File: src/rtl/link_test_master.sv
// Serial self-test link initiator/checker: sends framed LFSR words, checks the returned frames.
// Optional `LINK_TEST_INJECT_EN adds inject_err to corrupt bit 0 of transmitted words.
module link_test_master #(
  parameter int unsigned WORDS   = 16,
  parameter int unsigned TIMEOUT = 255,
  parameter logic [31:0] SEED    = 32'hA5A5_0001
) (
  input  logic        clk,
  input  logic        rst,
  input  logic        start,
`ifdef LINK_TEST_INJECT_EN
  input  logic        inject_err,
`endif
  input  logic        ser_in,
  output logic        ser_out,
  output logic        busy,
  output logic        done,
  output logic        pass,
  output logic [15:0] err_cnt
);

  localparam int unsigned WC_W  = $clog2(WORDS + 1);
  localparam int unsigned TMR_W = $clog2(TIMEOUT + 1);

  typedef enum logic [2:0] {
    S_IDLE, S_TX, S_RX_WAIT, S_RX, S_CMP, S_NEXT, S_DONE
  } state_t;

  function automatic logic [31:0] lfsr_step(input logic [31:0] l);
    return {l[30:0], l[31] ^ l[21] ^ l[1] ^ l[0]};
  endfunction

  function automatic logic [15:0] sat_inc(input logic [15:0] v);
    return (v == 16'hFFFF) ? v : v + 16'd1;
  endfunction

  state_t            state_q;
  logic [31:0]       tx_lfsr_q, exp_lfsr_q, rx_sh_q;
  logic [5:0]        tx_cnt_q;
  logic [4:0]        rx_cnt_q;
  logic [TMR_W-1:0]  tmr_q;
  logic [WC_W-1:0]   word_cnt_q;
  logic              inject_q;
  logic              ser_out_q, busy_q, done_q, pass_q;
  logic [15:0]       err_q;

  logic [31:0]       tx_lfsr_d, exp_lfsr_d;
  logic [15:0]       err_inc_d;
  logic [WC_W-1:0]   word_cnt_d;
  logic              tx_bit_d;
  logic              inject_w;

`ifdef LINK_TEST_INJECT_EN
  assign inject_w = inject_err;
`else
  assign inject_w = 1'b0;
`endif

  assign tx_lfsr_d  = lfsr_step(tx_lfsr_q);
  assign exp_lfsr_d = lfsr_step(exp_lfsr_q);
  assign err_inc_d  = sat_inc(err_q);
  assign word_cnt_d = word_cnt_q + 1'b1;
  // Count 0..31 selects bit 31..0; the injected flip lands on the last data bit only.
  assign tx_bit_d   = tx_lfsr_q[~tx_cnt_q[4:0]] ^ ((tx_cnt_q[4:0] == 5'd31) & inject_q);

  always_ff @(posedge clk) begin
    if (rst) begin
      state_q    <= S_IDLE;
      tx_lfsr_q  <= SEED;
      exp_lfsr_q <= SEED;
      tx_cnt_q   <= '0;
      rx_cnt_q   <= '0;
      tmr_q      <= '0;
      word_cnt_q <= '0;
      inject_q   <= 1'b0;
      ser_out_q  <= 1'b0;
      busy_q     <= 1'b0;
      done_q     <= 1'b0;
      pass_q     <= 1'b0;
      err_q      <= '0;
    end else begin
      done_q <= 1'b0;
      case (state_q)
        S_IDLE: begin
          if (start) begin
            err_q      <= '0;
            pass_q     <= 1'b0;
            tx_lfsr_q  <= SEED;
            exp_lfsr_q <= SEED;
            busy_q     <= 1'b1;
            ser_out_q  <= 1'b1;
            tx_cnt_q   <= '0;
            word_cnt_q <= '0;
            state_q    <= S_TX;
          end
        end
        S_TX: begin
          if (tx_cnt_q == 6'd32) begin
            ser_out_q <= 1'b0;
            tx_lfsr_q <= tx_lfsr_d;
            tmr_q     <= '0;
            state_q   <= S_RX_WAIT;
          end else begin
            if (tx_cnt_q == 6'd0) inject_q <= inject_w;
            ser_out_q <= tx_bit_d;
            tx_cnt_q  <= tx_cnt_q + 6'd1;
          end
        end
        S_RX_WAIT: begin
          if (ser_in) begin
            rx_cnt_q <= '0;
            state_q  <= S_RX;
          end else if (tmr_q == TMR_W'(TIMEOUT - 1)) begin
            err_q      <= err_inc_d;
            exp_lfsr_q <= exp_lfsr_d;
            state_q    <= S_NEXT;
          end else begin
            tmr_q <= tmr_q + 1'b1;
          end
        end
        S_RX: begin
          rx_cnt_q <= rx_cnt_q + 5'd1;
          if (rx_cnt_q == 5'd31) state_q <= S_CMP;
        end
        S_CMP: begin
          if (rx_sh_q != exp_lfsr_q) err_q <= err_inc_d;
          exp_lfsr_q <= exp_lfsr_d;
          state_q    <= S_NEXT;
        end
        S_NEXT: begin
          word_cnt_q <= word_cnt_d;
          if (word_cnt_d == WC_W'(WORDS)) begin
            done_q  <= 1'b1;
            busy_q  <= 1'b0;
            pass_q  <= (err_q == '0);
            state_q <= S_DONE;
          end else begin
            ser_out_q <= 1'b1;
            tx_cnt_q  <= '0;
            state_q   <= S_TX;
          end
        end
        S_DONE:  state_q <= S_IDLE;
        default: state_q <= S_IDLE;
      endcase
    end
  end

  // Receive shift register: pure datapath, only shifts while in RX.
  always_ff @(posedge clk) begin
    if (state_q == S_RX) rx_sh_q <= {rx_sh_q[30:0], ser_in};
  end

  assign ser_out = ser_out_q;
  assign busy    = busy_q;
  assign done    = done_q;
  assign pass    = pass_q;
  assign err_cnt = err_q;

endmodule

File: config.mk
export PLATFORM = sky130hd
export DESIGN_NAME = link_test_master
export DESIGN_NICKNAME = d
export VERILOG_FILES = /design/src/rtl/link_test_master.sv
export SDC_FILE = /design/constraint.sdc
export NUM_CORES = 1
export LEC_CHECK = 0
export ABC_AREA = 1
export CAP_MARGIN = 30
export CELL_PAD_IN_SITES_DETAIL_PLACEMENT = 1
export CELL_PAD_IN_SITES_GLOBAL_PLACEMENT = 1
export CORE_ASPECT_RATIO = 0.6
export CORE_MARGIN = 8
export CORE_UTILIZATION = 46
export CTS_CLUSTER_DIAMETER = 80
export DETAILED_ROUTE_END_ITERATION = 8
export GPL_ROUTABILITY_DRIVEN = 1
export PLACE_DENSITY = 0.82
export RECOVER_POWER = 25
export SETUP_SLACK_MARGIN = 0.4
export SYNTH_ARGS = -nofsm -noshare
export SYNTH_HDL_FRONTEND = slang
export SYNTH_SLANG_ARGS = --single-unit
File: constraint.sdc
create_clock -name clk -period 2.4 [get_ports clk]
set_clock_uncertainty 0.15 [all_clocks]
set_input_delay 0.48 -clock clk [delete_from_list [all_inputs] [get_ports clk]]
set_output_delay 0.48 -clock clk [all_outputs]
set_load 0.02 [all_outputs]
==> impl_results.md, run 1 <==
* IO Pins at 24
* Max cap viols at 0
* Post-DP HPWL at 14400 microns
* RR Startpoint: err_cnt[2]
* VDD IR max at 492 uV
* Top FF cell, synth: dfxtp_1
* Core area at about 15000 sq um
* Max Freq at 490 MHz
* Crit Path Category: input pin to flop
* Final nets at between 900 and 1000
* H-tree depth at 4
* Post-synth cell types at between 40 and 50
* Outcome: finished, final reports clean
* Cell with the most instances after synthesis: nand2_1
* Reg clk slew, reported paths at around 0.070 ns
* Setup TNS at 0 ns
* Most common cell on crit path: nand3_1
* Antenna diodes at 0
* Die extent in x at 174 microns
* Power density cells at around 1100 nW/um^2
* Pre-antenna DRT Iters at 4
* Via count at 6469
* Drt drc at 0
* R2r setup slk at 0.39 ns
* Total clock sinks at 143
* Pleak at 3.21 nW
* Port Buffers at 23
* WP buf/inv at 4
* CP Cell Sequence: dlygate4sd3_1 -> inv_1 -> nand3_1 -> nand3b_1 -> nor2_2 -> nand2_2 -> a21oi_4 -> buf_4 -> buf_6 -> nand3_1 -> a21oi_2
* CP Capture Type: flop
* Synth cell count leaders: nand2_1, dfxtp_1, nor2_1
* Hold Violations, Final at 0
* Syn Inst Count at approximately 900
* Unrepaired setup endpoints after global routing: yes
* Initial Util at 47.3%
* Worst skew pair latency at between 0.4 and 0.5 ns
* Overall routed net length at 21700 microns
* Pins Over Slew Limit at 0
* Post-synthesis sequential area ratio at a little under half
* Clk root buf: clkbuf_16
* Fin crit share at 85.1%
* CP Launch Type: input pin
* Source of the critical timing path: start
* Seq cells post-synth at 143
* Setup WS post-layout at 0.357 ns
* Max Buffers Root-to-Sink at 2
* Yosys top cell by area: dfxtp_1
* Setup slack at placement at -0.0143 ns
* Gr usage total at 21.7%
* Die ar. at 19300 sq um
* 1st-iter DRT viols at 552
* Area contributors post-synth: dfxtp_1, edfxtp_1, nand2_1, nand3_1, nor2_1
* Number of global-route vias before repair at around 6500
* Slowest cell on crit path: dlygate4sd3_1
* WL/cell at 18.8 microns
* Die height at 111 microns
* Synth Warn # at 0
* Final setup vio count at 0
* EDFF count, synth at 32
* Async SR Flop Fraction at 0%
* Fin area at 8320 sq um
* Placed cell area at approximately 7400 sq um
* First-pass GRT wire length at 34400 microns
* Synth Cell Area at roughly 6900 sq um
* Crit path DAT at 2.24 ns
* Syn_nets at 900
* Layout cell share with drive strength beyond 1 at 18.6%
* Rows at 34
* Initial antenna violation count at 1
* Hold Path Origin: busy
* Hold WC Path Type: flop to flop
* Worst Max-Slew Pin Slew at roughly 0.77 ns
* DR vias/cell at 5.61
* Top cell type's share of synthesized area at 32.3%
* Largest net degree at the start of global routing at 59
* RD Place Congestion at 0.903
* CP max stage delay at around 0.52 ns
* Remaining Overflow, GRT at 0
* Slew margin rel. at 48.7%
* Critical Path RT at between 2 and 3 ns
* Critical path fanouts, max at 6
* Final ANT Viol Nets at 0
* Worst path top cell family by delay: buffers and inverters
* Total clock buffers created by CTS at 17
* Mean Syn Cell Area at just under 8 sq um
* CTS tree: done
* Area delta synth->final at 20.8%
* Fin crit period at 2.04 ns
[worst register-to-register path, delay by kind of cell, from the launching register on]
family	cells	cell delay [ns]
simple gates	6	0.99
compound gates	2	0.37
flops	1	0.43
[layout by cell type (no fill, tap or decap), types with 18 or more instances in the layout]
master,count
edfxtp_1,32
inv_1,66
nand2_1,193
nand2_2,18
dfxtp_1,92
o21ai_0,39
nand3_1,91
a21oi_1,60
nor2_1,84
buf_4,37
dlygate4sd2_1,20
xnor2_1,24
[layout make-up]
class,instances,area [sq um]
inverters,76,294
multi-input cells,631,3400
fillers,1767,6230
clock inverters,15,125
clock buffers,17,425
flip-flops and latches,143,3210
well taps,198,248
repair buffers,73,614
[per-layer routing]
layer | vias up | GRT usage (%) | part of all wire, %
li1 | 3031 | - | -
met1 | 3207 | 29.0 | 46
met2 | 191 | 34.7 | 47
met3 | 38 | 4.52 | 5.8
met4 | 2 | 6.69 | 1.8
met5 | - | 0 | 0.060
[power by group]
group | total [mW] | leakage, nW | internal [mW] | switching [mW]
combinational | 3.36 | 1.74 | 1.16 | 2.20
sequential | 3.24 | 1.20 | 2.88 | 0.361
clock | 2.53 | 0.266 | 1.36 | 1.17
[stage by stage]
| stage | hold slack, ns | utilization [%] | instances | total power [mW] |
|---|---|---|---|---|
| after floorplan | 0.276 | - | 886 | 5.24 |
| after global placement | 0.296 | 50.8 | 1098 | 5.95 |
| after detailed placement | 0.313 | 50.8 | 1098 | 6.15 |
| after CTS | 0.327 | 55.2 | 1138 | 8.83 |
| after global routing | 0.342 | 57.2 | 1153 | 9.61 |
| final | 0.322 | 57.2 | 1153 | 9.13 |
[timing repair]
action / CTS / global route
setup endpoints to repair: 111 / 91
cloned: 0 / 2
setup buffers: 8 / 13
hold buffers: 0 / 0
gates resized for setup: 36 / 61
pin swaps: 4 / 20
[flip-flops by register name, indices dropped and copies added (netlist names)]
name,count
tmr_q,8
pass,1
tx_lfsr_q,32
rx_sh_q,32
done,1
ser_out,1
state_q,3
busy,1
word_cnt_q,5
rx_cnt_q,5
exp_lfsr_q,32
tx_cnt_q,6
err_cnt,16
[cell families (layout without fill, tap and decap cells)]
kind of cell / count (synthesis) / in the layout / synth area share [%]
AOI/OAI and AO/OA: 133 / 133 / 11.1
xor gates and xnor gates: 39 / 39 / 4.96
adders and majority gates: 10 / 10 / 1.82
buffers and inverters: 113 / 181 / 6.99
DFF: 143 / 143 / 46.2
and+or+nand+nor: 448 / 449 / 28.9
[path summary, 6_finish.rpt]
path,endpoint,cells past startpoint
worst min register to register,busy,2
worst max-delay path,err_cnt[7],11
worst max register to register,err_cnt[15],8
worst min-delay path,busy,2
Note: power is estimated with default switching activity, not from simulation.
==> inputs of run 2 (changes only) <==
--- a/config.mk
+++ b/config.mk
@@ -16,7 +16,6 @@
 export DETAILED_ROUTE_END_ITERATION = 8
 export GPL_ROUTABILITY_DRIVEN = 1
 export PLACE_DENSITY = 0.82
-export RECOVER_POWER = 25
 export SETUP_SLACK_MARGIN = 0.4
 export SYNTH_ARGS = -nofsm -noshare
 export SYNTH_HDL_FRONTEND = slang
==> impl_results.md, run 2 (synthesized netlist as in run 1, its figures left out) <==
* Critical path fanouts, max at 9 (+3)
* Final nets at 956 (unchanged)
* Hold path cells at 2 (unchanged)
* Unrepaired setup endpoints after global routing: yes
* Part of the power in the clock network at 27.6% (about the same)
* Worst Max-Slew Pin Slew at 0.774 ns (+0.00447 ns)
* RD Place Congestion at 0.903 (unchanged)
* Outcome: finished, final reports clean
* 1st-iter DRT viols at 545 (-1.3%)
* IO Pins at 24 (unchanged)
* Setup WS post-layout at 0.398 ns (+0.0403 ns)
* CP Capture Type: flop
* Via count at 6479 (+0.15%)
* Worst skew pair latency at 0.43 ns (about the same)
* Final setup vio count at 0 (unchanged)
* CP Launch Type: flop
* Hold WC Path Type: flop to flop
* Gr usage total at 21.7% (unchanged)
* Initial antenna violation count at 1 (unchanged)
* Max Buffers Root-to-Sink at 2 (unchanged)
* First-pass GRT wire length at 34400 microns (unchanged)
* Max cap viols at 0 (unchanged)
* Remaining Overflow, GRT at 0 (unchanged)
* Pre-antenna DRT Iters at 5 (+1)
* Final Util at 57.3% (+0.10 points)
* Fin crit share at 83.4% (-1.7 points)
* Reg clk slew, reported paths at 0.07 ns (about the same)
* Clk root buf: clkbuf_16
* Total clock buffers created by CTS at 17 (unchanged)
* Crit Path Category: flop to flop
* Area delta synth->final at 21.0%
* Fin crit period at 2.00 ns (-0.0403 ns)
* Power density cells at 1100 nW/um^2 (about the same)
* Post-CTS Hold Buffers at 0 (unchanged)
* Post-DP HPWL at 14400 microns (unchanged)
* Top flop regs: exp_lfsr_q x32, rx_sh_q x32, tx_lfsr_q x32
* Final ANT Viol Nets at 0 (unchanged)
* Pins Over Slew Limit at 0 (unchanged)
* Largest net degree at the start of global routing at 59 (unchanged)
* DR vias/cell at 5.62 (+0.15%)
* Port Buffers at 23 (unchanged)
* Sw frac at 40.9% (-0.047 points)
* Crit path DAT at 2.20 ns (-0.04 ns)
* CTS tree: done
* Register share of total power at 35.4% (about the same)
* Drt drc at 0 (unchanged)
* Internal power at 5.41 mW (+0.26%)
* Number of global-route vias before repair at 6548 (unchanged)
* WL/cell at 18.8 microns (+0.16%)
* Commonest non-fill, non-tap cell in the layout: nand2_1
* VDD IR max at 490 uV (-0.45%)
* Overall routed net length at 21700 microns (+0.16%)
* Switching power at 3.74 mW (about the same)
* Die height at 111 microns (unchanged)
* Antenna diodes at 0 (unchanged)
* Die extent in x at 174 microns (unchanged)
* Slew margin rel. at 48.4% (-0.30 points)
* Total clock sinks at 143 (unchanged)
* Setup slack at placement at -0.0143 ns (unchanged)
* R2r setup slk at 0.40 ns (about the same)
* Fillers at 1764 (-0.17%)
* Commonest cells after routing, fill and taps aside: nand2_1, dfxtp_1, nand3_1, nor2_1, inv_1
* Core area at 14500 sq um (unchanged)
* Critical Path RT at 2.60 ns (about the same)
* Rows at 34 (unchanged)
* R2R depth at 8 (unchanged)
* Hold Violations, Final at 0 (unchanged)
* Layout cell share with drive strength beyond 1 at 19.1% (+0.42 points)
* Initial Util at 47.3% (unchanged)
* H-tree depth at 4 (unchanged)
* Pleak at 3.22 nW (+0.30%)
* Max Freq at 499 MHz (+2.0%)
* Combinational group share of total power at 37.0% (+0.2 points)
* Die ar. at 19300 sq um (unchanged)
==> run 2: final timing paths <==
check / startpoint / end
worst min-delay path: busy / busy
worst max register to register: err_cnt[2] / err_cnt[15]
worst min register to register: busy / busy
worst max-delay path: err_cnt[2] / err_cnt[15]
==> run 2: power by group through the flow <==
stage          sequential [mW]  clock [mW]  combinational, mW
2_1_floorplan             3.18           0               2.06
3_3_place_gp              3.23           0               2.72
3_5_place_dp              3.26           0               2.89
4_1_cts                   3.22        2.57               3.04
5_1_grt                   3.28        2.66               3.68
6_report                  3.24        2.52               3.39
==> run 2: metal layers <==
| metal | wire [microns] | GRT usage, % |
|---|---|---|
| met3 | 1280 | 4.52 |
| met4 | 397 | 6.69 |
| met2 | 10200 | 34.7 |
| met5 | 13 | 0 |
| met1 | 9870 | 29.0 |
==> run 2: cell type report <==
cell class	count	area, sq um	area share, %
tap	198	248	2.97
clock buffer	17	425	5.10
clock inverter	15	125	1.50
timing repair buffer	73	622	7.46
inverter	76	297	3.56
sequential	143	3210	38.6
multi-input combinational	631	3410	40.9
==> run 2: timing repair <==
action / CTS / global route
pin swaps: 4 / 20
resized for setup: 36 / 61
gates cloned: 0 / 2
setup buffers: 8 / 13
setup endpoints to repair: 111 / 91
==> run 2: critical path, stage by stage, from the launching register on <==
cell and delay (ns):
dfxtp_2 0.43, nand3_1 0.24, nor2_1 0.23, nand2_1 0.12
o21ai_0 0.22, nand2_1 0.10, nor2_1 0.15, nand3_1 0.13
a21oi_1 0.15
==> run 2: metrics by stage <==
step                      total power, mW  TNS [ns]  std cells  cell area, sq um  hold WS [ns]
final                                9.15         0       1153              8340         0.323
after global routing                 9.63         0       1153              8340         0.342
after CTS                            8.83         0       1138              8030         0.327
after detailed placement             6.15   -0.0143       1098              7390         0.313
after global placement               5.95         0       1098              7390         0.296
after floorplan                      5.24         0        886              6910         0.276
